**src/rtl/snake_ctrl_pkg.sv**
```systemverilog
// Shared definitions for the snake direction scheduler: direction codes,
// FSM state encoding and the opposite-direction helper.
package snake_ctrl_pkg;

   localparam logic [2:0] DIR_NONE  = 3'b000;
   localparam logic [2:0] DIR_UP    = 3'b001;
   localparam logic [2:0] DIR_DOWN  = 3'b010;
   localparam logic [2:0] DIR_LEFT  = 3'b011;
   localparam logic [2:0] DIR_RIGHT = 3'b100;

   typedef enum logic [1:0] {
      ST_IDLE  = 2'b00,
      ST_RUN   = 2'b01,
      ST_PAUSE = 2'b10,
      ST_HALT  = 2'b11
   } state_e;

   // True when a and b are the two halves of an opposite pair.
   function automatic logic is_opposite(input logic [2:0] a, input logic [2:0] b);
      logic r;
      case ({a, b})
         6'b001_010: r = 1'b1;
         6'b010_001: r = 1'b1;
         6'b011_100: r = 1'b1;
         6'b100_011: r = 1'b1;
         default:    r = 1'b0;
      endcase
      return r;
   endfunction

endpackage

```
**src/rtl/dir_cmd_fifo.sv**
```systemverilog
// Small synchronous FIFO holding pending 3-bit direction commands.
// Pointers carry one extra bit so full and empty are distinguishable.
module dir_cmd_fifo
   import snake_ctrl_pkg::*;
#(
   parameter int DEPTH = 4
) (
   input  logic       i_clk,
   input  logic       i_rst_n,
   input  logic       i_push,
   input  logic       i_pop,
   input  logic       i_flush,
   input  logic [2:0] i_din,
   output logic [2:0] o_dout,
   output logic       o_full,
   output logic       o_empty
);

   localparam int AW = $clog2(DEPTH);

   logic [AW:0]  r_wptr;
   logic [AW:0]  r_rptr;
   logic [2:0]   r_mem [DEPTH];
   logic         w_do_pop;
   logic         w_do_push;

   assign o_empty   = (r_wptr == r_rptr);
   assign o_full    = (r_wptr[AW] != r_rptr[AW]) && (r_wptr[AW-1:0] == r_rptr[AW-1:0]);
   // A pop on an empty queue is ignored; a push into a full queue only
   // succeeds when a pop frees a slot in the same cycle.
   assign w_do_pop  = i_pop & ~o_empty;
   assign w_do_push = i_push & (~o_full | w_do_pop);
   assign o_dout    = r_mem[r_rptr[AW-1:0]];

   // Pointer update; flush empties the queue and overrides push/pop.
   always_ff @(posedge i_clk or negedge i_rst_n) begin
      if (!i_rst_n) begin
         r_wptr <= '0;
         r_rptr <= '0;
      end else if (i_flush) begin
         r_wptr <= '0;
         r_rptr <= '0;
      end else begin
         if (w_do_push) r_wptr <= r_wptr + (AW+1)'(1);
         if (w_do_pop)  r_rptr <= r_rptr + (AW+1)'(1);
      end
   end

   // Storage write.
   always_ff @(posedge i_clk or negedge i_rst_n) begin
      if (!i_rst_n) begin
         for (int i = 0; i < DEPTH; i++) r_mem[i] <= DIR_NONE;
      end else if (w_do_push && !i_flush) begin
         r_mem[r_wptr[AW-1:0]] <= i_din;
      end
   end

endmodule

```
**src/rtl/snake_dir_scheduler.sv**
```systemverilog
// Game-step scheduler: captures button edges into a command queue, applies at
// most one legal direction change per step and drives the control mux.
module snake_dir_scheduler
   import snake_ctrl_pkg::*;
#(
   parameter int TICK_DIV   = 25_000_000,
   parameter int FIFO_DEPTH = 4
) (
   input  logic       i_clk,
   input  logic       i_rst_n,
   input  logic       i_btn_up,
   input  logic       i_btn_down,
   input  logic       i_btn_left,
   input  logic       i_btn_right,
   input  logic       i_btn_pause,
   input  logic       i_game_over,
   output logic       o_sel,
   output logic [2:0] o_ctrl,
   output logic [2:0] o_cur_dir,
   output logic       o_tick,
   output logic       o_q_full,
   output logic       o_overflow
);

   localparam int              CW     = $clog2(TICK_DIV);
   localparam logic [CW-1:0]   C_TMAX = CW'(TICK_DIV - 1);

   state_e        r_state;
   state_e        w_state_nxt;
   logic [4:0]    r_btn;
   logic [4:0]    r_btn_prev;
   logic [4:0]    w_edge;
   logic [2:0]    w_dir;
   logic          w_dir_vld;
   logic [CW-1:0] r_cnt;
   logic          w_tick;
   logic          w_step;
   logic          w_push;
   logic          w_pop;
   logic          w_flush;
   logic          w_full;
   logic          w_empty;
   logic [2:0]    w_fifo_dout;
   logic [2:0]    w_dir_nxt;
   logic          r_sel;
   logic [2:0]    r_ctrl;
   logic [2:0]    r_cur_dir;
   logic          r_overflow;

   // Button sampling: current and previous registered levels for edge detect.
   always_ff @(posedge i_clk or negedge i_rst_n) begin
      if (!i_rst_n) begin
         r_btn      <= 5'b00000;
         r_btn_prev <= 5'b00000;
      end else begin
         r_btn      <= {i_btn_pause, i_btn_right, i_btn_left, i_btn_down, i_btn_up};
         r_btn_prev <= r_btn;
      end
   end

   assign w_edge = r_btn & ~r_btn_prev;

   // Priority pick among simultaneous direction edges: UP > DOWN > LEFT > RIGHT.
   always_comb begin
      w_dir     = DIR_NONE;
      w_dir_vld = 1'b1;
      if (w_edge[0])      w_dir = DIR_UP;
      else if (w_edge[1]) w_dir = DIR_DOWN;
      else if (w_edge[2]) w_dir = DIR_LEFT;
      else if (w_edge[3]) w_dir = DIR_RIGHT;
      else                w_dir_vld = 1'b0;
   end

   assign w_tick  = (r_state == ST_RUN) && (r_cnt == C_TMAX);
   assign w_step  = w_tick & ~i_game_over;
   assign w_push  = w_dir_vld & ~i_game_over & ((r_state == ST_IDLE) || (r_state == ST_RUN));
   assign w_pop   = w_step & ~w_empty;
   assign w_flush = (r_state == ST_HALT) | i_game_over;

   dir_cmd_fifo #(.DEPTH(FIFO_DEPTH)) u_fifo (
      .i_clk   (i_clk),
      .i_rst_n (i_rst_n),
      .i_push  (w_push),
      .i_pop   (w_pop),
      .i_flush (w_flush),
      .i_din   (w_dir),
      .o_dout  (w_fifo_dout),
      .o_full  (w_full),
      .o_empty (w_empty)
   );

   // FSM state register.
   always_ff @(posedge i_clk or negedge i_rst_n) begin
      if (!i_rst_n) r_state <= ST_IDLE;
      else          r_state <= w_state_nxt;
   end

   // FSM next state; game_over forces HALT from anywhere.
   always_comb begin
      w_state_nxt = r_state;
      if (i_game_over) begin
         w_state_nxt = ST_HALT;
      end else begin
         case (r_state)
            ST_IDLE:  w_state_nxt = w_dir_vld ? ST_RUN : ST_IDLE;
            ST_RUN:   w_state_nxt = w_edge[4] ? ST_PAUSE : ST_RUN;
            ST_PAUSE: w_state_nxt = w_edge[4] ? ST_RUN : ST_PAUSE;
            ST_HALT:  w_state_nxt = ST_HALT;
            default:  w_state_nxt = ST_IDLE;
         endcase
      end
   end

   // Step counter: runs in RUN, frozen in PAUSE, cleared otherwise.
   always_ff @(posedge i_clk or negedge i_rst_n) begin
      if (!i_rst_n) begin
         r_cnt <= '0;
      end else if (i_game_over) begin
         r_cnt <= '0;
      end else begin
         case (r_state)
            ST_RUN:   r_cnt <= (r_cnt == C_TMAX) ? '0 : r_cnt + CW'(1);
            ST_PAUSE: r_cnt <= r_cnt;
            default:  r_cnt <= '0;
         endcase
      end
   end

   // Direction chosen at this step: the popped entry unless it is a no-op or a reversal.
   always_comb begin
      w_dir_nxt = r_cur_dir;
      if (w_pop && (w_fifo_dout != DIR_NONE) && (w_fifo_dout != r_cur_dir) &&
          !is_opposite(w_fifo_dout, r_cur_dir)) begin
         w_dir_nxt = w_fifo_dout;
      end else begin
         w_dir_nxt = r_cur_dir;
      end
   end

   // Output registers: one sel pulse per step with ctrl already holding the new direction.
   always_ff @(posedge i_clk or negedge i_rst_n) begin
      if (!i_rst_n) begin
         r_sel     <= 1'b0;
         r_ctrl    <= DIR_NONE;
         r_cur_dir <= DIR_RIGHT;
      end else begin
         r_sel <= w_step;
         if (w_step) begin
            r_ctrl    <= w_dir_nxt;
            r_cur_dir <= w_dir_nxt;
         end
      end
   end

   // Sticky overflow: a push was dropped because the queue was full.
   always_ff @(posedge i_clk or negedge i_rst_n) begin
      if (!i_rst_n)                         r_overflow <= 1'b0;
      else if (w_push && w_full && !w_pop)  r_overflow <= 1'b1;
   end

   assign o_sel      = r_sel;
   assign o_ctrl     = r_ctrl;
   assign o_cur_dir  = r_cur_dir;
   assign o_tick     = w_tick;
   assign o_q_full   = w_full;
   assign o_overflow = r_overflow;

endmodule

```
**config.mk**
```make
export PLATFORM = sky130hd
export DESIGN_NAME = snake_dir_scheduler
export DESIGN_NICKNAME = d
export VERILOG_FILES = /design/src/rtl/snake_ctrl_pkg.sv /design/src/rtl/dir_cmd_fifo.sv /design/src/rtl/snake_dir_scheduler.sv
export SDC_FILE = /design/constraint.sdc
export NUM_CORES = 1
export LEC_CHECK = 0
export ABC_CLOCK_PERIOD_IN_PS = 2000
export CORE_MARGIN = 2
export CORE_UTILIZATION = 50
export CTS_BUF_LIST = sky130_fd_sc_hd__clkbuf_16
export DETAILED_ROUTE_END_ITERATION = 8
export PLACE_DENSITY = 0.77
export SETUP_SLACK_MARGIN = 0.5
export SLEW_MARGIN = 20
export SYNTH_ARGS = -nofsm -noshare
export SYNTH_HDL_FRONTEND = slang
export SYNTH_SLANG_ARGS = --single-unit
```
**constraint.sdc**
```tcl
create_clock -name i_clk -period 2 [get_ports i_clk]
set_input_delay 0.6 -clock i_clk [delete_from_list [all_inputs] [get_ports i_clk]]
set_output_delay 0.6 -clock i_clk [all_outputs]
set_load 0.005 [all_outputs]
```
### Word-level counts from Yosys, hierarchy flattened

Index checks and enable logic that the tools add are counted.

| operators by class | value |
|---|---|
| add/subtract/negate cells | 3 |
| $lt $le $gt $ge | 3 |
| equality and inequality tests | 13 |
| multiplexer cells | 28 |
| bitwise gates (word level) | 15 |
| reductions and logical operators | 18 |

Operators with widths:

| operator | count |
|---|---|
| $mux 25 | 2 |
| $pmux 25 s2 | 1 |
| $mux 3 | 12 |
| $add 25x1->25 const B | 1 |
| $eq 25x25->1 const B | 1 |
| $bwmux 12 | 1 |
| $eq 6x5->1 const B | 2 |
| $logic_and 1x1->1 | 9 |
| $pmux 2 s4 | 1 |
| $add 3x1->3 const B | 2 |
| $and 1x1->1 | 6 |
| $bmux 3 s2 | 1 |
| $demux 3 s2 | 1 |
| $eq 6x4->1 const B | 1 |
| $eq 6x6->1 const B | 1 |
| $ge 3x3->1 const B | 2 |
| $mux 1 | 6 |
| $mux 2 | 3 |
| $not 2->3 | 2 |
| $and 5x5->5 | 1 |
| $not 5->5 | 1 |
| $eq 2x2->1 const B | 2 |
| $reduce_bool 2->1 | 2 |
| $reduce_or 4->1 | 1 |
| other kinds (13) | 18 |

| word-level totals | value |
|---|---|
| register bits | 63 |
| output and inout bits | 10 |

### Logic depth before layout (Yosys ltp)

| logic depth | value |
|---|---|
| depth in word-level cells | 11 |
| depth in mapped cells | 7 |
| depth with buffers taken out | 7 |

### Cells and area by module

From an unflattened synthesis, not the netlist that was laid out.

| unflattened totals | value |
|---|---|
| cells, all modules | 317 |
| area, all modules | 3315.7 µm² |

Modules (own cells, without submodules):

| module | instances | cells an instance | area an instance (µm²) | seq. area each (µm²) |
|---|---|---|---|---|
| snake_dir_scheduler | 1 | 245 | 2348.5 | 1077.3 |
| dir_cmd_fifo | 1 | 72 | 967.2 | 450.4 |

### Worst setup path before layout

Ideal clock, no wire load.

| path | value |
|---|---|
| path type | flip-flop to flip-flop |
| from | reg u_fifo.r_rptr[0] |
| to | reg r_ctrl[1], in the netlist o_ctrl[1] |
| setup time | 124 ps |
| arrival | 1896 ps |
| slack | -20 ps |
| cell stages (with the launch flop) | 7 |
| buffers on the path | 1 |
| period minus slack after synthesis | 2020 ps |
| cell sequence | dfrtp_1 > buf_6 > mux4_2 > and4_1 > a211oi_2 > o2111ai_2 > a211o_1 |

| on the way | value |
|---|---|
| cells in the longest elaborated chain, start to end | 10 |
| elaborated cells on any way between the ends | 20 |
| those cells by class | eq/ne: 6; mux: 5; bitwise: 3; reduce/logical: 6 |

Ends and longest elaborated chain:

| element | line | RTL |
|---|---|---|
| start, declared | dir_cmd_fifo.sv:22 | `logic [AW:0] r_rptr;` |
| start signal, assigned | dir_cmd_fifo.sv:45 | `if (w_do_pop) r_rptr <= r_rptr + (AW+1)'(1);` |
| $not 2->3 (not written as such) | dir_cmd_fifo.sv:33 | `assign o_dout = r_mem[r_rptr[AW-1:0]];` |
| $bmux 3 s2 | dir_cmd_fifo.sv:33 |  |
| $mux 3 (not written as such) (2 in a row) | dir_cmd_fifo.sv:33 |  |
| $eq 6x6->1, or another cell as far along | snake_ctrl_pkg.sv:21 | `case ({a, b})` |
| $reduce_or 4->1 (no source line) | - |  |
| $mux 1 | snake_ctrl_pkg.sv:21 |  |
| $logic_not 1->1 | snake_dir_scheduler.sv:133 | `!is_opposite(w_fifo_dout, r_cur_dir)) begin` |
| $logic_and 1x1->1 | snake_dir_scheduler.sv:132 | `if (w_pop && (w_fifo_dout != DIR_NONE) && (w_fifo_dout != r_cur_dir) &&` |
| $mux 3 (*) | snake_dir_scheduler.sv:132 |  |
| end signal, assigned | snake_dir_scheduler.sv:149 | `r_ctrl <= w_dir_nxt;` |
| end, declared | snake_dir_scheduler.sv:46 | `logic [2:0] r_ctrl;` |

Mark *: on every way between the ends. The rest lies on a longest branch, timed or not. The select of a mux whose other input is x is not followed.
A chain may end at the register's enable or synchronous reset.

### Final worst setup path

| path | value |
|---|---|
| from | reg r_cnt[7] |
| to | out o_tick |

| on the way | value |
|---|---|
| cells in the longest elaborated chain, start to end | 2 |

Ends and longest elaborated chain:

| element | line | RTL |
|---|---|---|
| start, declared | snake_dir_scheduler.sv:35 | `logic [CW-1:0] r_cnt;` |
| start signal, assigned | snake_dir_scheduler.sv:122 | `ST_RUN: r_cnt <= (r_cnt == C_TMAX) ? '0 : r_cnt + CW'(1);` |
| start signal, assigned | snake_dir_scheduler.sv:123 | `ST_PAUSE: r_cnt <= r_cnt;` |
| $eq 25x25->1 | snake_dir_scheduler.sv:74 | `assign w_tick = (r_state == ST_RUN) && (r_cnt == C_TMAX);` |
| $logic_and 1x1->1 | snake_dir_scheduler.sv:74 |  |
| end, declared | snake_dir_scheduler.sv:20 | `output logic o_tick,` |

No other way between the ends.

==> metrics.log <==
[metrics] run status: finished, violations left
[metrics] violated checks: negative setup slack
[metrics] Leak: around 2.1 nW
[metrics] worst ir drop on vdd: 0.7372 mV
[metrics] pre-CTS setup slack: -0.4220 ns
[metrics] setup TNS: -5.045 ns
[metrics] clock tree from TritonCTS: built
[metrics] final global-route overflow total: 0
[metrics] floorplan die area: 6736 um^2
[metrics] total CTS buffers: 9
[metrics] critical path data required time: ~1.4 ns
[metrics] net switching power: 0.7845 mW
[metrics] DRC Markers: 0
[metrics] CTS H-tree depth: 3
[metrics] Die X-Extent: between 80 and 90 um
[metrics] mean cell area of the mapped netlist: 10.06 um^2
[metrics] most common flop cell mapped by yosys: sky130_fd_sc_hd__dfrtp_1
[metrics] count of final max-slew check failures: 0
[metrics] Sequential Power Share: 0.378
[metrics] number of nets in the final layout: approximately 430
[metrics] Synth area leader: sky130_fd_sc_hd__dfrtp_1
[metrics] global-route met2 utilization: 0.4976
[metrics] average wire per standard cell: around 20 um
[metrics] met3 global-route usage: 0.06923
[metrics] antenna viol nets, final: 0
[metrics] diodes inserted: 0
[metrics] number of maximum-capacitance violations: 0
[metrics] overall die height: 82.08 um
[metrics] endpoint arrival time on the critical path: around 1.7 ns
[metrics] Yosys warnings: 0
[metrics] clk sink count: between 60 and 70
[metrics] Yosys reg bits: roughly 60
[metrics] Final Hold Fails: 0
[metrics] startpoint class of the critical path: register
[metrics] number of enable-type register cells in the synthesized netlist: 0
[metrics] portion of the post-synthesis area used by sequential elements: 0.5012
[metrics] internal cell power: roughly 2.7 mW
[metrics] met1 GRT Util: 0.3615
[metrics] first-pass GRT wire length: ~15000 um
[metrics] number of failing setup endpoints in the final timing report: between 40 and 50
[metrics] largest cells by area after synthesis: sky130_fd_sc_hd__dfrtp_1 (49%), sky130_fd_sc_hd__nor2_1 (4.7%), sky130_fd_sc_hd__nand2_1 (4.4%)
[metrics] CP bufs+invs: 1
[metrics] GPL Wtd Cong: about 0.83
[metrics] maximum clock path buffer count: 2
[metrics] maximum number of pins on one net before global-route repair: 32
[metrics] achievable frequency: 442.2 MHz
[metrics] critical path's top delay family: simple AND/OR/NAND/NOR gates
[metrics] highest cell delay on the worst timing path: between 0.4 and 0.5 ns
[metrics] fraction of layout instances using a drive strength above 1: 0.4604
[metrics] synth-to-layout area growth: 53.98%
[metrics] clock network latency to the later pin of the worst-skew pair: approximately 0.33 ns
[metrics] post-layout min period: approximately 2.3 ns
[metrics] master of the slowest instance on the critical path: sky130_fd_sc_hd__dfrtp_1
[metrics] cells after synthesis: roughly 300
[metrics] portion of total power attributed to combinational logic: 0.117
[metrics] Port-buffer cells: 17
[metrics] final worst path period share: 1.131
[metrics] clock transition at the register clock pins on the worst setup and hold paths after CTS: 0.06 ns
[metrics] most common cell after layout, fill and taps aside: sky130_fd_sc_hd__buf_4
[metrics] number of DRC violations after detailed-routing iteration 0: between 200 and 250
[metrics] Crit Path Class: register to output pin
[metrics] area of the mapped netlist: around 3000 um^2
[metrics] number of global-route vias before repair: ~3000
[metrics] iteration count of the initial detailed-routing pass: 5
[metrics] via/cell ratio: 6.110
[metrics] power density over the cells: ~740 nW/um^2
[metrics] final setup skew: about 0.0094 ns
[metrics] number of different library cells in the post-synthesis netlist: 50
[metrics] largest driver fanout on the critical path: 2
[metrics] actual slew at the worst max-slew pin: around 0.76 ns
[metrics] I/O pins: 18
[metrics] kind of path behind the tightest hold check: input pin to asynchronous set/reset pin
[metrics] minimum setup slack in the final design: -0.2614 ns
[metrics] worst max-slew margin expressed relative to the limit: 0.4866
[metrics] DP Wirelength: 4681 um
[metrics] sequence of cells on the critical path: nor4b_2 > nand4_1 > nor4_2 > buf_2
[metrics] Root Buffer: sky130_fd_sc_hd__clkbuf_16
[metrics] Post-synth ARST share: 1.000
[metrics] commonest cells after routing, fill and taps aside: sky130_fd_sc_hd__buf_4 (71), sky130_fd_sc_hd__dfrtp_1 (56), sky130_fd_sc_hd__nor2_1 (31), sky130_fd_sc_hd__nand2_1 (22), sky130_fd_sc_hd__xor2_1 (14)
[metrics] crit end category: output pin
[metrics] row cnt: 28
[metrics] overall routed net length: 10040 um
[metrics] setup repair after global routing missed its margin: yes
[metrics] Clock Power Share: 0.505
[metrics] effective utilization at floorplan: 0.5148
[metrics] global routing's busiest layer: met2
[metrics] switch share: 0.2270
[metrics] top-area cell type share of the netlist area: 0.4926
[metrics] via count of the routed design: between 3000 and 4000
[metrics] standard cell core area: about 5900 um^2
[metrics] Tot GR Track Use: 0.2988
[metrics] antenna violations before repair: 0
[metrics] net count after synthesis: about 320
## flip-flops by register name, indices dropped and copies added, names as in the netlist
signal and cells:
r_cnt 25, u_fifo.r_wptr 3, o_overflow 1, o_cur_dir 1, u_fifo.r_mem 12, r_btn 5, r_btn_prev 5, o_sel 1
u_fifo.r_rptr 3, o_ctrl 3, r_state 2
## logic make-up (layout without fill, tap and decap cells)
logic type	count (synthesis)	in the layout	synth area share
xor gates and xnor gates	27	27	0.07759
buffers and inverters	17	128	0.02709
muxes	7	7	0.03653
DFF	61	61	0.5012
adders and majority gates	6	6	0.02463
and+or+nand+nor	143	146	0.2418
AOI/OAI and AO/OA	42	42	0.09113
## timing repair
action | 4_1_cts | 5_1_grt
endpoints found under the setup margin | 59 | 53
pin swaps | 35 | 15
endpoints found under the hold margin | 0 | 0
setup buffers | 21 | 4
hold buffers | 0 | 0
gates resized for setup | 100 | 35
cloned | 3 | 0
## Yosys cell counts, types with 3 or more instances
library cell               instances
sky130_fd_sc_hd__a21oi_1           4
sky130_fd_sc_hd__and4_1            4
sky130_fd_sc_hd__buf_2             3
sky130_fd_sc_hd__clkbuf_1          3
sky130_fd_sc_hd__dfrtp_1          60
sky130_fd_sc_hd__ha_1              6
sky130_fd_sc_hd__inv_1             7
sky130_fd_sc_hd__mux2_2            3
sky130_fd_sc_hd__mux4_2            3
sky130_fd_sc_hd__nand2_1          36
sky130_fd_sc_hd__nand3_1          15
sky130_fd_sc_hd__nand4_1           5
sky130_fd_sc_hd__nor2_1           38
sky130_fd_sc_hd__nor2b_1          10
sky130_fd_sc_hd__nor3_1            7
sky130_fd_sc_hd__nor3b_1           4
sky130_fd_sc_hd__nor4_1            4
sky130_fd_sc_hd__o21ai_0          22
sky130_fd_sc_hd__or3_1             3
sky130_fd_sc_hd__xnor2_1          12
sky130_fd_sc_hd__xor2_1           15
## final timing paths
path | startpoint | endpoint | slack (ns) | depth (start not counted)
max | r_cnt[7] | o_tick | -0.26 | 4
min | i_rst_n | u_fifo.r_mem[2] | 0.17 | 1
max reg2reg | r_cnt[7] | u_fifo.r_mem[7] | -0.19 | 10
min reg2reg | r_btn[1] | r_btn_prev[1] | 0.36 | 0
max in group asynchronous | i_rst_n | o_cur_dir[2] | 1.27 | 2
min in group i_clk | r_btn[1] | r_btn_prev[1] | 0.36 | 0
## cell type report
class,count,area [um^2]
Sequential cell,61,1533
Clock buffer,9,225.2
Timing Repair Buffer,104,862.1
Clock inverter,7,105.1
Inverter,8,30.03
Multi-Input combinational cell,228,1844
Tap cell,75,93.84
Fill cell,305,1227
## power groups by stage
| stage | Sequential, mW | Clock [mW] | Combinational [mW] |
|---|---|---|---|
| CTS | 1.30 | 1.75 | 0.366 |
| global route | 1.31 | 1.80 | 0.436 |
| detailed placement | 1.32 | 0 | 0.304 |
| finish | 1.31 | 1.75 | 0.405 |
| floorplan | 1.32 | 0 | 0.176 |
| global placement | 1.32 | 0 | 0.295 |
## per-layer routing
layer / share of wire / vias to the layer above
met4: 0.050 / 0
li1: - / 1282
met5: 0 / -
met2: 0.50 / 158
met3: 0.056 / 61
met1: 0.39 / 1505
## stage by stage
step / cell area (um^2) / power [mW] / utilization / hold WS [ns] / cells
2_1_floorplan: 3147 / 1.494 / - / 0.3044 / 303
5_1_grt: 4693 / 3.545 / 0.7927 / 0.1812 / 492
4_1_cts: 4526 / 3.420 / 0.7644 / 0.1664 / 488
6_report: 4693 / 3.456 / 0.7927 / 0.1677 / 492
3_3_place_gp: 3807 / 1.616 / 0.6431 / 0.3546 / 448
3_5_place_dp: 3807 / 1.627 / 0.6431 / 0.3569 / 448
(Power assumes the default switching activity.)
